<file path="config.mk">
export PLATFORM = sky130hd
export DESIGN_NAME = mips_exec_decode_flat
export DESIGN_NICKNAME = d
export VERILOG_FILES = /design/src/rtl/mips_pkg.sv /design/src/rtl/mips_exec_decode_if.sv /design/src/rtl/mips_alu.sv /design/src/rtl/mips_exec_decode.sv /design/src/flat_wrapper.sv
export SDC_FILE = /design/constraint.sdc
export NUM_CORES = 1
export LEC_CHECK = 0
export BUFFER_PORTS_ARGS = -buffer_cell sky130_fd_sc_hd__buf_2
export CORE_MARGIN = 2
export CORE_UTILIZATION = 50
export DETAILED_ROUTE_END_ITERATION = 16
export PLACE_DENSITY = 0.76
export SLEW_MARGIN = 30
export SYNTH_ARGS = -nofsm -noshare
export SYNTH_HDL_FRONTEND = slang
export SYNTH_SLANG_ARGS = --single-unit
</file>
<file path="constraint.sdc">
create_clock -name clk -period 15.4 [get_ports clk]
set_input_delay 2.31 -clock clk [delete_from_list [all_inputs] [get_ports clk]]
set_output_delay 2.31 -clock clk [all_outputs]
set_load 0.1 [all_outputs]
</file>
<file path="src/rtl/mips_pkg.sv">
// Shared MIPS decode/execute constants: opcodes, funct codes,
// ALU operation codes, alu_op encodings and the control bundle.
package mips_pkg;

    localparam logic [5:0] OP_RTYPE = 6'h00;
    localparam logic [5:0] OP_LW    = 6'h23;
    localparam logic [5:0] OP_SW    = 6'h2B;
    localparam logic [5:0] OP_BEQ   = 6'h04;
    localparam logic [5:0] OP_ADDI  = 6'h08;
    localparam logic [5:0] OP_J     = 6'h02;

    localparam logic [5:0] FN_ADD = 6'h20;
    localparam logic [5:0] FN_SUB = 6'h22;
    localparam logic [5:0] FN_AND = 6'h24;
    localparam logic [5:0] FN_OR  = 6'h25;
    localparam logic [5:0] FN_NOR = 6'h27;
    localparam logic [5:0] FN_SLT = 6'h2A;

    localparam logic [3:0] ALU_AND = 4'b0000;
    localparam logic [3:0] ALU_OR  = 4'b0001;
    localparam logic [3:0] ALU_ADD = 4'b0010;
    localparam logic [3:0] ALU_SUB = 4'b0110;
    localparam logic [3:0] ALU_SLT = 4'b0111;
    localparam logic [3:0] ALU_NOR = 4'b1100;
    localparam logic [3:0] ALU_BAD = 4'b1111;

    localparam logic [1:0] ALUOP_ADD   = 2'b00;
    localparam logic [1:0] ALUOP_SUB   = 2'b01;
    localparam logic [1:0] ALUOP_RTYPE = 2'b10;

    typedef struct packed {
        logic       reg_dst;
        logic       alu_src;
        logic       mem_to_reg;
        logic       reg_write;
        logic       mem_read;
        logic       mem_write;
        logic       branch;
        logic       jump;
        logic [1:0] alu_op;
    } ctrl_t;

endpackage

</file>
<file path="src/rtl/mips_exec_decode_if.sv">
// Decode/execute bus: instruction fields and operands in,
// control lines, ALU result/zero and registered copies out.
// master drives opcode/funct/operands; slave is the core.
interface mips_exec_decode_if #(
    parameter int WIDTH = 32
);
    logic [5:0]       opcode;
    logic [5:0]       funct;
    logic [WIDTH-1:0] read1;
    logic [WIDTH-1:0] read2;
    logic [WIDTH-1:0] imm_ext;
    logic             reg_dst;
    logic             branch;
    logic             mem_read;
    logic             mem_to_reg;
    logic             mem_write;
    logic             alu_src;
    logic             reg_write;
    logic             jump;
    logic [1:0]       alu_op;
    logic [3:0]       alu_ctrl;
    logic [WIDTH-1:0] result;
    logic             zero;
    logic [WIDTH-1:0] result_q;
    logic             zero_q;

    modport master (
        output opcode, funct, read1, read2, imm_ext,
        input  reg_dst, branch, mem_read, mem_to_reg, mem_write,
        input  alu_src, reg_write, jump, alu_op, alu_ctrl,
        input  result, zero, result_q, zero_q
    );

    modport slave (
        input  opcode, funct, read1, read2, imm_ext,
        output reg_dst, branch, mem_read, mem_to_reg, mem_write,
        output alu_src, reg_write, jump, alu_op, alu_ctrl,
        output result, zero, result_q, zero_q
    );
endinterface

</file>
<file path="src/rtl/mips_alu.sv">
// 32-bit MIPS ALU with zero flag.
// Ports: i_ctrl (4b op), i_a, i_b -> o_result, o_zero.
module mips_alu
    import mips_pkg::*;
#(
    parameter int WIDTH = 32
) (
    input  logic [3:0]       i_ctrl,
    input  logic [WIDTH-1:0] i_a,
    input  logic [WIDTH-1:0] i_b,
    output logic [WIDTH-1:0] o_result,
    output logic             o_zero
);

    logic w_lt;

    assign w_lt = $signed(i_a) < $signed(i_b);

    always_comb begin
        o_result = '0;
        unique case (i_ctrl)
            ALU_AND: o_result = i_a & i_b;
            ALU_OR:  o_result = i_a | i_b;
            ALU_ADD: o_result = i_a + i_b;
            ALU_SUB: o_result = i_a - i_b;
            ALU_SLT: o_result = {{(WIDTH-1){1'b0}}, w_lt};
            ALU_NOR: o_result = ~(i_a | i_b);
            default: o_result = '0;
        endcase
    end

    assign o_zero = (o_result == '0);

endmodule

</file>
<file path="src/rtl/mips_exec_decode.sv">
// Single-cycle MIPS decode/execute: main decoder, ALU control
// and ALU; result/zero also registered for observation.
// Ports: clk, rst (async, active high), bus (slave modport).
module mips_exec_decode
    import mips_pkg::*;
#(
    parameter int WIDTH = 32
) (
    input logic              clk,
    input logic              rst,
    mips_exec_decode_if.slave bus
);

    ctrl_t            w_ctrl;
    logic [3:0]       w_alu_ctrl;
    logic [WIDTH-1:0] w_b;
    logic [WIDTH-1:0] w_result;
    logic             w_zero;
    logic [WIDTH-1:0] r_result_q;
    logic             r_zero_q;

    // Unlisted opcodes decode to all-zero controls (NOP).
    always_comb begin
        w_ctrl = '0;
        unique case (1'b1)
            (bus.opcode == OP_RTYPE):
                w_ctrl = '{1'b1, 1'b0, 1'b0, 1'b1,
                           1'b0, 1'b0, 1'b0, 1'b0, ALUOP_RTYPE};
            (bus.opcode == OP_LW):
                w_ctrl = '{1'b0, 1'b1, 1'b1, 1'b1,
                           1'b1, 1'b0, 1'b0, 1'b0, ALUOP_ADD};
            (bus.opcode == OP_SW):
                w_ctrl = '{1'b0, 1'b1, 1'b0, 1'b0,
                           1'b0, 1'b1, 1'b0, 1'b0, ALUOP_ADD};
            (bus.opcode == OP_BEQ):
                w_ctrl = '{1'b0, 1'b0, 1'b0, 1'b0,
                           1'b0, 1'b0, 1'b1, 1'b0, ALUOP_SUB};
            (bus.opcode == OP_ADDI):
                w_ctrl = '{1'b0, 1'b1, 1'b0, 1'b1,
                           1'b0, 1'b0, 1'b0, 1'b0, ALUOP_ADD};
            (bus.opcode == OP_J):
                w_ctrl = '{1'b0, 1'b0, 1'b0, 1'b0,
                           1'b0, 1'b0, 1'b0, 1'b1, ALUOP_ADD};
            default: w_ctrl = '0;
        endcase
    end

    // alu_op 11 is unused and falls back to add.
    always_comb begin
        w_alu_ctrl = ALU_ADD;
        unique case (w_ctrl.alu_op)
            ALUOP_ADD: w_alu_ctrl = ALU_ADD;
            ALUOP_SUB: w_alu_ctrl = ALU_SUB;
            ALUOP_RTYPE: begin
                unique case (bus.funct)
                    FN_ADD:  w_alu_ctrl = ALU_ADD;
                    FN_SUB:  w_alu_ctrl = ALU_SUB;
                    FN_AND:  w_alu_ctrl = ALU_AND;
                    FN_OR:   w_alu_ctrl = ALU_OR;
                    FN_NOR:  w_alu_ctrl = ALU_NOR;
                    FN_SLT:  w_alu_ctrl = ALU_SLT;
                    default: w_alu_ctrl = ALU_BAD;
                endcase
            end
            default: w_alu_ctrl = ALU_ADD;
        endcase
    end

    assign w_b = w_ctrl.alu_src ? bus.imm_ext : bus.read2;

    mips_alu #(.WIDTH(WIDTH)) u_alu (
        .i_ctrl   (w_alu_ctrl),
        .i_a      (bus.read1),
        .i_b      (w_b),
        .o_result (w_result),
        .o_zero   (w_zero)
    );

    always_ff @(posedge clk or posedge rst) begin
        if (rst) begin
            r_result_q <= '0;
            r_zero_q   <= 1'b0;
        end else begin
            r_result_q <= w_result;
            r_zero_q   <= w_zero;
        end
    end

    assign bus.reg_dst    = w_ctrl.reg_dst;
    assign bus.alu_src    = w_ctrl.alu_src;
    assign bus.mem_to_reg = w_ctrl.mem_to_reg;
    assign bus.reg_write  = w_ctrl.reg_write;
    assign bus.mem_read   = w_ctrl.mem_read;
    assign bus.mem_write  = w_ctrl.mem_write;
    assign bus.branch     = w_ctrl.branch;
    assign bus.jump       = w_ctrl.jump;
    assign bus.alu_op     = w_ctrl.alu_op;
    assign bus.alu_ctrl   = w_alu_ctrl;
    assign bus.result     = w_result;
    assign bus.zero       = w_zero;
    assign bus.result_q   = r_result_q;
    assign bus.zero_q     = r_zero_q;

endmodule

</file>
<file path="src/flat_wrapper.sv">
// flat-port wrapper written by rule: the top's interface ports become plain ports
module mips_exec_decode_flat import mips_pkg::*;
#(
    parameter int WIDTH = 32
)
  (clk, rst, bus_opcode, bus_funct, bus_read1, bus_read2, bus_imm_ext, bus_reg_dst, bus_branch, bus_mem_read, bus_mem_to_reg, bus_mem_write, bus_alu_src, bus_reg_write, bus_jump, bus_alu_op, bus_alu_ctrl, bus_result, bus_zero, bus_result_q, bus_zero_q);
  mips_exec_decode_if #(.WIDTH(WIDTH)) bus_i ();
  input logic clk;
  input logic rst;
  input wire logic [$bits(bus_i.opcode)-1:0] bus_opcode;
  input wire logic [$bits(bus_i.funct)-1:0] bus_funct;
  input wire logic [$bits(bus_i.read1)-1:0] bus_read1;
  input wire logic [$bits(bus_i.read2)-1:0] bus_read2;
  input wire logic [$bits(bus_i.imm_ext)-1:0] bus_imm_ext;
  output wire logic [$bits(bus_i.reg_dst)-1:0] bus_reg_dst;
  output wire logic [$bits(bus_i.branch)-1:0] bus_branch;
  output wire logic [$bits(bus_i.mem_read)-1:0] bus_mem_read;
  output wire logic [$bits(bus_i.mem_to_reg)-1:0] bus_mem_to_reg;
  output wire logic [$bits(bus_i.mem_write)-1:0] bus_mem_write;
  output wire logic [$bits(bus_i.alu_src)-1:0] bus_alu_src;
  output wire logic [$bits(bus_i.reg_write)-1:0] bus_reg_write;
  output wire logic [$bits(bus_i.jump)-1:0] bus_jump;
  output wire logic [$bits(bus_i.alu_op)-1:0] bus_alu_op;
  output wire logic [$bits(bus_i.alu_ctrl)-1:0] bus_alu_ctrl;
  output wire logic [$bits(bus_i.result)-1:0] bus_result;
  output wire logic [$bits(bus_i.zero)-1:0] bus_zero;
  output wire logic [$bits(bus_i.result_q)-1:0] bus_result_q;
  output wire logic [$bits(bus_i.zero_q)-1:0] bus_zero_q;
  assign bus_i.opcode = bus_opcode;
  assign bus_i.funct = bus_funct;
  assign bus_i.read1 = bus_read1;
  assign bus_i.read2 = bus_read2;
  assign bus_i.imm_ext = bus_imm_ext;
  assign bus_reg_dst = bus_i.reg_dst;
  assign bus_branch = bus_i.branch;
  assign bus_mem_read = bus_i.mem_read;
  assign bus_mem_to_reg = bus_i.mem_to_reg;
  assign bus_mem_write = bus_i.mem_write;
  assign bus_alu_src = bus_i.alu_src;
  assign bus_reg_write = bus_i.reg_write;
  assign bus_jump = bus_i.jump;
  assign bus_alu_op = bus_i.alu_op;
  assign bus_alu_ctrl = bus_i.alu_ctrl;
  assign bus_result = bus_i.result;
  assign bus_zero = bus_i.zero;
  assign bus_result_q = bus_i.result_q;
  assign bus_zero_q = bus_i.zero_q;
  mips_exec_decode #(.WIDTH(WIDTH)) u_core (.clk(clk), .rst(rst), .bus(bus_i));
endmodule
</file>
Word level (Yosys, flattened, before mapping)
Cells that the tools add are included.
{"block": "totals", "ff_bits": 33, "inputBits": 110, "output_inout_bits": 80, "elab_cells": 34}
{"block": "classes", "add_sub_neg": 2, "n_lt_le_gt_ge": 1, "n_eq_ne": 18, "mux": 5, "bitwise_logic": 3, "reduce_logical": 3}
{"operator": "$pmux 32 s6", "n": 1}
{"operator": "$pmux 10 s6", "n": 1}
{"operator": "$eq 6x6->1 const B", "n": 8}
{"operator": "$add 32x32->32", "n": 1}
{"operator": "$and 32x32->32", "n": 1}
{"operator": "$logic_not 32->1", "n": 1}
{"operator": "$lt 32x32->1", "n": 1}
{"operator": "$mux 32", "n": 1}
{"operator": "$not 32->32", "n": 1}
{"operator": "$or 32x32->32", "n": 1}
{"operator": "$sub 32x32->32", "n": 1}
{"operator": "$pmux 4 s6", "n": 1}
{"operator": "$eq 4x3->1 const B", "n": 2}
{"operator": "$pmux 4 s2", "n": 1}
{"operator": "$eq 6x2->1 const B", "n": 1}
{"operator": "$eq 6x3->1 const B", "n": 1}
{"operator": "$eq 6x4->1 const B", "n": 1}
{"operator": "$logic_not 6->1", "n": 1}
{"operator": "$eq 4x1->1 const B", "n": 1}
{"operator": "$eq 4x2->1 const B", "n": 1}
{"operator": "$eq 4x4->1 const B", "n": 1}
{"operator": "$logic_not 4->1", "n": 1}
{"operator": "$eq 2x1->1 const B", "n": 1}
{"operator": "$eq 2x2->1 const B", "n": 1}

Logic depth before layout (Yosys ltp)
Gate-level depths: netlist of the first run.
{"block": "depth", "word_depth": 7, "ltp_mapped": 21, "mapped_depth_nobuf": 20}

Cells and area by module
A second synthesis of the first run with hierarchy kept.
{"block": "hier_totals", "hier_cells": 979, "area_unflattened_um2": 7253.2}
{"module": "mips_alu", "n_inst": 1, "cells_each": 871, "area_each_um2": 5754.3, "seq_area_each_um2": 0.0}
{"module": "mips_exec_decode", "n_inst": 1, "cells_each": 108, "area_each_um2": 1498.9, "seq_area_each_um2": 825.8}

Least setup slack after synthesis of the first run
OpenSTA, ideal clock, no wires.
{"block": "synth_path", "path_type": "input to output", "start": "input port bus_opcode[5]", "end": "output port bus_zero", "arrival_ns": 9.938, "required_time_ns": 13.090, "path_slack_ns": 3.152, "stages": 21, "path_cell_list": "nor3_1 > nand2_1 > a211o_1 > inv_1 > buf_1 > nand2_1 > nand2_1 > ha_1 > inv_1 > fa_1 > nor2b_1 > o311ai_1 > a211oi_2 > o21ai_1 > o21ai_0 > a21oi_1 > nor2_1 > o21ai_0 > a311oi_1 > o21ai_0 > nor3_2"}
{"block": "synth_between", "elab_chain_len": 7, "word_cells_on_any_way": 25}
{"item": "from (decl)", "line": "flat_wrapper.sv:10", "source": "input wire logic [$bits(bus_i.opcode)-1:0] bus_opcode;"}
{"item": "$eq 6x2->1 (tied with other cells)", "line": "mips_exec_decode.sv:41", "source": "(bus.opcode == OP_J):"}
{"item": "$pmux 10 s6 (*)", "line": "mips_exec_decode.sv:25", "source": "unique case (1'b1)"}
{"item": "named net bus_alu_src", "line": "flat_wrapper.sv:20", "source": "output wire logic [$bits(bus_i.alu_src)-1:0] bus_alu_src;"}
{"item": "$mux 32 (*)", "line": "mips_exec_decode.sv:69", "source": "assign w_b = w_ctrl.alu_src ? bus.imm_ext : bus.read2;"}
{"item": "branches (longest 2 deep; another with $sub 32x32->32)"}
{"item": "$pmux 32 s6 (*)", "line": "mips_alu.sv:21", "source": "unique case (i_ctrl)"}
{"item": "named net bus_result[30]", "line": "flat_wrapper.sv:25", "source": "output wire logic [$bits(bus_i.result)-1:0] bus_result;"}
{"item": "$logic_not 32->1 (*)", "line": "mips_alu.sv:32", "source": "assign o_zero = (o_result == '0);"}
{"item": "to (decl)", "line": "flat_wrapper.sv:26", "source": "output wire logic [$bits(bus_i.zero)-1:0] bus_zero;"}
Mark *: on every way through the listed nets, which the timed path passes.

Final worst setup path of the first run
{"block": "layout_path", "start": "input port bus_opcode[5]", "end": "output port bus_zero"}
{"block": "layout_between", "elab_chain_len": 7, "word_cells_on_any_way": 25}
{"item": "$eq 6x2->1 (tied with other cells)", "line": "mips_exec_decode.sv:41"}
{"item": "$pmux 10 s6 (*)", "line": "mips_exec_decode.sv:25"}
{"item": "branches (longest 3 deep; another with $sub 32x32->32)"}
{"item": "$pmux 32 s6 (*)", "line": "mips_alu.sv:21"}
{"item": "$logic_not 32->1 (*)", "line": "mips_alu.sv:32"}
Mark *: on every way between the ends.

==> flow_summary_export.csv, run 1 <==
group,metric,value,unit
run_status,status,"finished, final reports clean",
clock_tree,clockBufferDepth,2,
place,gp_congestion,1.03,
worst_setup_path,worstPathCellList,"buf_2, nor3_1, nand2_1, a211o_1, buf_4, inv_1, buf_4, nand2_1, nand2_1, ha_1, inv_1, fa_1, nor2b_1, o311ai_1, a211oi_2, o21ai_1, o21ai_0, xnor2_1, a221oi_1, o211ai_1, nor4_2, nand4_1, nor3_2, buf_2",
route,postRouteAntennaNets,0,
worst_setup_path,critical-path-max-stage-delay,0.55,ns
clock_tree,post_cts_resized,0,
grt,grt_pass1_vias,7315,
cells_and_area,drive_gt1_share,20.4,%
route,drc,0,
synthesis,synth_nets,1234,
clock_tree,root_buffer,"clkbuf_16",
route,vias,8275,
grt,grt_pass1_wl,38.0,mm
power_and_ir_drop,power.leakage,4.25,nW
grt,grt_usage,31.6,%
timing,fin_crit_sh,68.3,%
route,first_pass_iters,6,
synthesis,synth_xor_area_share,0.986,%
worst_setup_path,path_class,"input pin to output port",
run,drv_cap,0,
place,port_buffers,189,
cells_and_area,antenna_cells,0,
synthesis,async_reset_ff_share,100,%
worst_setup_path,slowest_stage,"o311ai_1",
power_and_ir_drop,clkPwrFrac,13.3,%
synthesis,synth_compound_area_share,31.3,%
clock_tree,post_cts_buffers,0,
timing,fmax,95.1,MHz
floorplan,rows,43,
power_and_ir_drop,ir_drop,0.0605,mV
synthesis,syn_area_per_cell,7.01,um2
grt,overflow,0,
synthesis,ys_ff_latch,33,
synthesis,synthFlopType,"dfrtp_1",
grt,grt_use_met3,4.75,%
clock_tree,path_clk_slew,0.06,ns
synthesis,synth_edf_count,0,
floorplan,initial_core_util,51.2,%
timing,rsz0062_at_grt,"false",
place,dp_hpwl,18.9,mm
synthesis,ys_warn_count,0,
worst_setup_path,cp_max_fo,33,
grt,busiest_layer,"met2",
floorplan,num_io_pins,190,
timing,setup_viol,0,
timing,max_slew_margin,42.5,%
power_and_ir_drop,p_total,783,uW
floorplan,dieArea,15200,um2
synthesis,synth_top_family_by_area,"compound AO/OA/AOI/OAI gates",
synthesis,synthAdderAreaFrac,19.6,%
power_and_ir_drop,p_comb_share,72.6,%
cells_and_area,area_growth,15.8,%
worst_setup_path,endpoint_kind,"output port",
grt,grt_max_degree,34,
worst_setup_path,required,13.09,ns
power_and_ir_drop,powerDensity,95.1,nW/um2
clock_tree,postCtsHoldBufs,0,
clock_tree,cts_buffers,5,
clock_tree,cts_tree,"done",
synthesis,synthMuxAreaShare,1.36,%
timing,maxSlewViolCount,0,
floorplan,fp.dieW,123,um
floorplan,dieHeight,123,um
route,drt-total-wl,24.4,mm
synthesis,ys_seq_area_share,11.6,%
power_and_ir_drop,p_seq_share,14.1,%
cells_and_area,finalNetCount,1384,
clock_tree,htree_levels,2,
synthesis,syn_area,7110,um2
timing,finalHoldViolCount,0,
worst_setup_path,cpMostUsedCell,"nand2_1",
power_and_ir_drop,internal_power,287,uW
worst_setup_path,worstPathArrival,8.20,ns
grt,met1_usage,42.7,%
route,wl_per_cell,18.1,um
floorplan,core,13900,um2
timing,tns,0,ns
cells_and_area,fin_util,59.3,%
synthesis,yosysUniqueCellTypes,84,
power_and_ir_drop,switchingPower,496,uW
min_path,min_path_type,"input pin to async pin",
timing,worst_pin_slew,0.853,ns
route,drt_iter0_markers,732,
synthesis,synthSimpleGateAreaFrac,25.7,%
power_and_ir_drop,switching_share,63.3,%
clock_tree,cts.sinks,33,
worst_setup_path,worstSetupStartpointType,"input pin",
timing,fin_crit,10.51,ns
grt,met2_usage,51.3,%
route,vias_per_cell,6.16,
synthesis,syn-instance-count,1014,
grt,antenna_found_initial,0,
-- power groups by stage --
stage	Sequential [mW]	Combinational (mW)	Clock (mW)
global placement	0.112	0.560	0
global route	0.112	0.599	0.107
floorplan	0.244	0.319	0
CTS	0.111	0.563	0.104
finish	0.111	0.568	0.104
detailed placement	0.112	0.561	0
-- cell usage in the layout (no fill, tap or decap), types with 17 or more instances in the layout --
| cell | n |
|---|---|
| buf_2 | 189 |
| nand2_1 | 152 |
| ha_1 | 108 |
| inv_1 | 107 |
| nor2_1 | 98 |
| a21oi_1 | 66 |
| o21ai_0 | 35 |
| dfrtp_1 | 33 |
| a221oi_1 | 25 |
| nand3_1 | 17 |
| nor3_1 | 17 |
-- kinds of logic after synthesis --
family	after synthesis
flip-flops	33
AND/OR/NAND/NOR	385
adder cells (fa/ha/maj)	110
multiplexers	9
XOR/XNOR	8
buffers and inverters	164
AO/OA/AOI/OAI	305
-- worst max-delay path, delay by kind of cell --
family / cells / cell delay [ns]
compound gates: 7 / 2.15
xor+xnor: 1 / 0.20
fa+ha+maj: 2 / 0.60
simple gates: 8 / 1.58
buf+inv: 6 / 1.35
-- synth_stat cells (14+ instances only) --
library cell	number	area [um2]
nand2_1	152	571
ha_1	108	1350
inv_1	107	402
nor2_1	99	372
a21oi_1	67	335
o21ai_0	35	175
dfrtp_1	33	826
clkbuf_1	28	105
a221oi_1	25	219
nand3_1	17	85.1
nor3_1	17	85.1
o211ai_1	16	120
a21o_1	14	105
-- worst max path at each step --
stage,start,slack [ns],cells past startpoint,endpoint
after floorplan,bus_opcode[5],3.15,21,bus_zero
after global placement,bus_opcode[5],5.09,24,bus_zero
after detailed placement,bus_opcode[5],4.94,24,bus_zero
after CTS,bus_opcode[5],4.91,24,bus_zero
after global routing,bus_opcode[5],4.35,24,bus_zero
final,bus_opcode[5],4.89,24,bus_zero
-- layout make-up --
cell class              instances  area, um2
flip-flops and latches         33        826
repair buffers                197       1010
well taps                     180        225
fillers                      1362       5650
multi-input cells             817       5620
clock buffers                   7        143
inverters                     110        413
-- registers in the layout, summed over array words and instances (netlist names) --
register	cells
u_core.bus.zero_q	1
u_core.bus.result_q	32
-- layer usage --
| layer | up-vias | part of all wire (%) |
|---|---|---|
| met5 | - | 0 |
| met4 | 0 | 2.8 |
| met3 | 53 | 9.6 |
| met2 | 437 | 45 |
| met1 | 3844 | 43 |
| li1 | 3941 | - |
-- per-stage QoR --
stage	worst slack, ns	hold slack, ns	std cells	cell area (um2)
3_5_place_dp	4.94	2.44	1337	8090
6_report	4.89	2.13	1344	8230
4_1_cts	4.91	2.15	1344	8230
5_1_grt	4.35	2.20	1344	8230
2_1_floorplan	3.15	2.44	1014	7110
3_3_place_gp	5.09	2.43	1337	8090
No activity file was read; power rests on OpenSTA's default activity.
==> inputs of run 2 (changes only) <==
- clock period: 15.4 -> 11 ns (I/O delays scaled with it)
==> flow_summary_export.csv, run 2 (synthesized netlist as in run 1, its figures left out) <==
group,metric,value,unit
timing,worst_pin_slew,0.787,ns
floorplan,dieArea,15200,um2
worst_setup_path,worstPathArrival,7.82,ns
timing,fmax,106,MHz
clock_tree,postCtsHoldBufs,0,
place,dp_hpwl,19.8,mm
worst_setup_path,worstSetupStartpointType,"input pin",
cells_and_area,final_cells,1345,
cells_and_area,antenna_cells,0,
cells_and_area,drive_gt1_share,20.5,%
grt,grt_pass1_vias,7519,
place,pre_cts_ws,1.65,ns
floorplan,rows,43,
route,vias,8305,
worst_setup_path,cp_max_fo,33,
cells_and_area,finalNetCount,1385,
power_and_ir_drop,power.leakage,4.26,nW
grt,grt_usage,32.5,%
floorplan,dieHeight,123,um
grt,grt_pass1_wl,39.0,mm
worst_setup_path,cp-startpoint,"bus_opcode[5]",
run,drv_cap,0,
timing,setup_slack,1.53,ns
power_and_ir_drop,ir_drop,0.0719,mV
floorplan,initial_core_util,51.2,%
min_path,min_path_type,"input pin to async pin",
place,gp_congestion,1.03,
worst_setup_path,endpoint,"bus_zero",
timing,fin_crit,9.47,ns
power_and_ir_drop,powerDensity,133,nW/um2
cells_and_area,regArea,826,um2
cells_and_area,largest_reg_flops,32,
timing,maxSlewViolCount,0,
grt,antenna_found_initial,0,
clock_tree,post_cts_resized,0,
cells_and_area,layout_commonest_cell,"buf_2",
route,wl_per_cell,18.7,um
grt,grt_max_degree,34,
floorplan,fp.dieW,123,um
route,postRouteAntennaNets,0,
grt,overflow,0,
clock_tree,cts_buffers,5,
timing,finalHoldViolCount,0,
cells_and_area,area_growth,16.0,%
route,first_pass_iters,6,
route,drc,0,
clock_tree,path_clk_slew,0.06,ns
place,place_inst,1338,
cells_and_area,fin_util,59.4,%
timing,max_slew_margin,47.0,%
cells_and_area,multi_input_area,5620,um2
worst_setup_path,endpoint_kind,"output port",
clock_tree,htree_levels,2,
timing,rsz0062_at_grt,"false",
clock_tree,root_buffer,"clkbuf_16",
floorplan,num_io_pins,190,
route,drt_iter0_markers,877,
run_status,status,"finished, final reports clean",
place,port_buffers,189,
cells_and_area,most-common-layout-cells,"buf_2, nand2_1, ha_1",
timing,tns,0,ns
clock_tree,cts_tree,"done",
worst_setup_path,required,9.35,ns
timing,setup_viol,0,
clock_tree,clockBufferDepth,2,
floorplan,core,13900,um2
power_and_ir_drop,p_total,1.10,mW
route,vias_per_cell,6.17,
timing,fin_crit_sh,86.1,%
clock_tree,post_cts_buffers,0,
cells_and_area,nFillCells,1359,
worst_setup_path,path_class,"input pin to output port",
route,drt-total-wl,25.1,mm
clock_tree,cts.sinks,33,
[run 2: cell count changes in the layout (fill, tap and decap cells not counted)]
| cell | previous run | this run |
|---|---|---|
| a21oi_2 | 1 | 0 |
| a21oi_4 | 0 | 1 |
| buf_4 | 8 | 9 |
| nor2_2 | 0 | 1 |
| nor2_4 | 1 | 0 |
[run 2: worst min path at each step]
stage / cells past startpoint / to / from / slack (ns)
floorplan: 1 / u_core.bus.result_q[0] / rst / 1.78
finish: 3 / u_core.bus.result_q[4] / rst / 1.47
global route: 3 / u_core.bus.result_q[14] / rst / 1.53
detailed placement: 3 / u_core.bus.result_q[31] / rst / 1.78
global placement: 3 / u_core.bus.result_q[4] / rst / 1.78
CTS: 3 / u_core.bus.result_q[13] / rst / 1.48
[run 2: layer usage]
layer / share of wire [%] / vias to the layer above / GRT usage (%)
li1: - / 3942 / -
met1: 42 / 3818 / 43.0
met2: 45 / 466 / 52.2
met3: 9.7 / 79 / 6.41
met4: 3.6 / 0 / 12.5
met5: 0 / - / 0
[run 2: critical path, cell delays in order]
cell and delay [ns]:
buf_2 0.12, nor3_1 0.37, nand2_1 0.11, a211o_1 0.30, buf_4 0.25, inv_1 0.51, buf_4 0.34, nand2_1 0.08
nand2_1 0.08, inv_1 0.06, ha_1 0.46, or3_1 0.42, o311ai_1 0.32, o21ai_1 0.20, o21ai_0 0.61, a21oi_1 0.29
a2111oi_0 0.47, nor2_1 0.15, nor3_1 0.20, nand4_1 0.15, nor3_2 0.19, buf_2 0.46
[run 2: cell type report]
type                            count  area share (%)
Multi-Input combinational cell    817            68.2
Timing Repair Buffer              198            12.3
Sequential cell                    33            10.0
Inverter                          110            5.01
Tap cell                          180            2.73
Clock buffer                        7            1.73
[run 2: stage by stage]
| stage | cell area (um2) | hold WS, ns |
|---|---|---|
| floorplan | 7110 | 1.78 |
| global placement | 8090 | 1.78 |
| detailed placement | 8090 | 1.78 |
| CTS | 8240 | 1.48 |
| global route | 8240 | 1.53 |
| finish | 8240 | 1.47 |
[run 2: where the power goes]
part	switching [mW]	internal, mW
combinational	0.633	0.167
sequential	0.00754	0.146
clock	0.0565	0.0891
total	0.697	0.402
==> inputs of run 3 (changes only) <==
- CORE_UTILIZATION: 50 -> 30
- PLACE_DENSITY: 0.76 -> not set
- SYNTH_HIERARCHICAL: not set -> 1
==> flow_summary_export.csv, run 3 <==
group,metric,value,unit
route,drt_iter0_markers,735,
timing,setup_slack,1.48,ns
cells_and_area,drive_gt1_share,24.0,%
floorplan,fp.dieW,159,um
worst_setup_path,critical-path-max-stage-delay,0.66,ns
clock_tree,path_clk_slew,0.06,ns
timing,finalHoldViolCount,0,
clock_tree,cts.sinks,33,
grt,grt_max_degree,34,
route,vias,8414,
synthesis,syn_area,7250,um2
cells_and_area,layout_commonest_cell,"buf_2",
clock_tree,post_cts_resized,0,
route,wl_per_cell,19.8,um
power_and_ir_drop,p_total,1.12,mW
synthesis,synthTopCellsByArea,"ha_1, dfrtp_1, a21oi_1",
cells_and_area,largest_reg_flops,32,
grt,grt_pass1_vias,8064,
worst_setup_path,worstPathArrival,7.87,ns
grt,overflow,0,
cells_and_area,area_growth,19.1,%
worst_setup_path,slowest_stage,"a211oi_1",
power_and_ir_drop,power.leakage,4.02,nW
synthesis,yosysUniqueCellTypes,81,
worst_setup_path,required,9.35,ns
route,postRouteAntennaNets,0,
place,port_buffers,189,
synthesis,synth_top_area_share,17.9,%
place,place_area,8460,um2
grt,grt_usage,21.5,%
cells_and_area,most-common-layout-cells,"buf_2, inv_1, ha_1",
clock_tree,cts_tree,"done",
floorplan,dieHeight,159,um
worst_setup_path,endpoint_kind,"output port",
clock_tree,postCtsHoldBufs,0,
worst_setup_path,cp_max_fo,18,
synthesis,ys_ff_latch,33,
worst_setup_path,path_class,"input pin to output port",
floorplan,initial_core_util,30.7,%
run,drv_cap,0,
grt,grt_pass1_wl,44.7,mm
timing,rsz0062_at_grt,"false",
timing,setup_viol,0,
power_and_ir_drop,ir_drop,0.158,mV
synthesis,ys_warn_count,6,
synthesis,syn_area_per_cell,7.41,um2
synthesis,synth_nets,1195,
clock_tree,post_cts_buffers,0,
timing,fmax,105,MHz
floorplan,core,23600,um2
clock_tree,clockBufferDepth,2,
synthesis,async_reset_ff_share,100,%
synthesis,syn-instance-count,979,
clock_tree,htree_levels,2,
timing,worst_pin_slew,0.943,ns
place,pre_cts_ws,1.54,ns
grt,antenna_found_initial,2,
run_status,status,"finished, final reports clean",
worst_setup_path,worstPathCellList,"buf_2, and3_2, o21ai_4, mux2_2, ha_1, inv_1, fa_1, nand3b_1, a211oi_1, nor3_1, o21ai_0, o221a_2, nor2_1, or4_1, nor4_1, nand4bb_1, or4_1, nor4_2, buf_2",
floorplan,dieArea,25400,um2
cells_and_area,finalNetCount,1340,
synthesis,synth_area_leader_cell,"ha_1",
cells_and_area,fin_area,8640,um2
clock_tree,root_buffer,"clkbuf_16",
route,drt-total-wl,28.5,mm
place,dp_hpwl,22.6,mm
timing,fin_crit_sh,86.5,%
synthesis,synthFlopType,"dfrtp_1",
route,drc,0,
route,first_pass_iters,5,
synthesis,synth_commonest_cells,"inv_1, ha_1, a21oi_1",
floorplan,rows,56,
power_and_ir_drop,powerDensity,130,nW/um2
clock_tree,cts_buffers,5,
synthesis,synthMostInstantiatedCell,"inv_1",
timing,tns,0,ns
route,vias_per_cell,5.82,
worst_setup_path,worstSetupStartpointType,"input pin",
timing,fin_crit,9.52,ns
timing,max_slew_margin,36.9,%
timing,maxSlewViolCount,0,
synthesis,synth_edf_count,0,
place,gp_congestion,0.951,
floorplan,num_io_pins,190,
timing,hold-worst-slack,1.46,ns
min_path,min_path_type,"input pin to async pin",
synthesis,ys_seq_area_share,11.4,%
run 3: worst max-delay path, delay by kind of cell:
family	cells	cell delay [ns]
adder cells (fa/ha/maj)	2	0.61
multiplexers	1	0.33
AND/OR/NAND/NOR	9	2.67
buffers and inverters	3	0.68
AO/OA/AOI/OAI	4	1.93
run 3: final timing paths:
kind                          startpoint                      end  slack [ns]  cells after the start
worst max-delay path       bus_opcode[5]                 bus_zero        1.48                     19
worst min-delay path                 rst  u_core/bus.result_q[20]        1.46                      3
max in group asynchronous            rst   u_core/bus.result_q[4]        9.19                      3
min in group clk           bus_read1[31]   u_core/bus.result_q[0]        1.89                      4
run 3: logic make-up after synthesis:
logic type / after synthesis / share of synthesized area, %
AO/OA/AOI/OAI: 344 / 33.2
XOR/XNOR: 6 / 0.725
adder cells (fa/ha/maj): 106 / 18.5
buffers and inverters: 173 / 9.88
flip-flops: 33 / 11.4
multiplexers: 38 / 5.92
AND/OR/NAND/NOR: 279 / 20.4
run 3: where the power goes:
group / internal (mW) / leakage (nW) / total, mW / switching [mW]
Clock: 0.113 / 0.0841 / 0.171 / 0.0581
Combinational: 0.171 / 3.56 / 0.798 / 0.627
Sequential: 0.145 / 0.381 / 0.154 / 0.00853
Total: 0.430 / 4.02 / 1.12 / 0.694
run 3: layout make-up:
cell class / instances / area, um2
repair buffers: 202 / 1040
well taps: 319 / 399
clock buffers: 7 / 143
multi-input cells: 773 / 5780
fillers: 2551 / 15000
clock inverters: 1 / 30.0
flip-flops and latches: 33 / 826
diodes: 1 / 2.50
inverters: 109 / 413
run 3: through the flow:
stage | util (%) | instances
2_1_floorplan | - | 979
3_3_place_gp | 35.8 | 1436
3_5_place_dp | 35.8 | 1436
4_1_cts | 36.6 | 1444
5_1_grt | 36.6 | 1444
6_report | 36.6 | 1445
run 3: routing by layer:
layer | vias up | share of wire [%] | GRT usage, %
li1 | 3926 | - | -
met4 | 0 | 3.0 | 7.23
met3 | 57 | 8.2 | 2.87
met1 | 4003 | 43 | 29.2
met2 | 428 | 46 | 35.0
met5 | - | 0 | 0
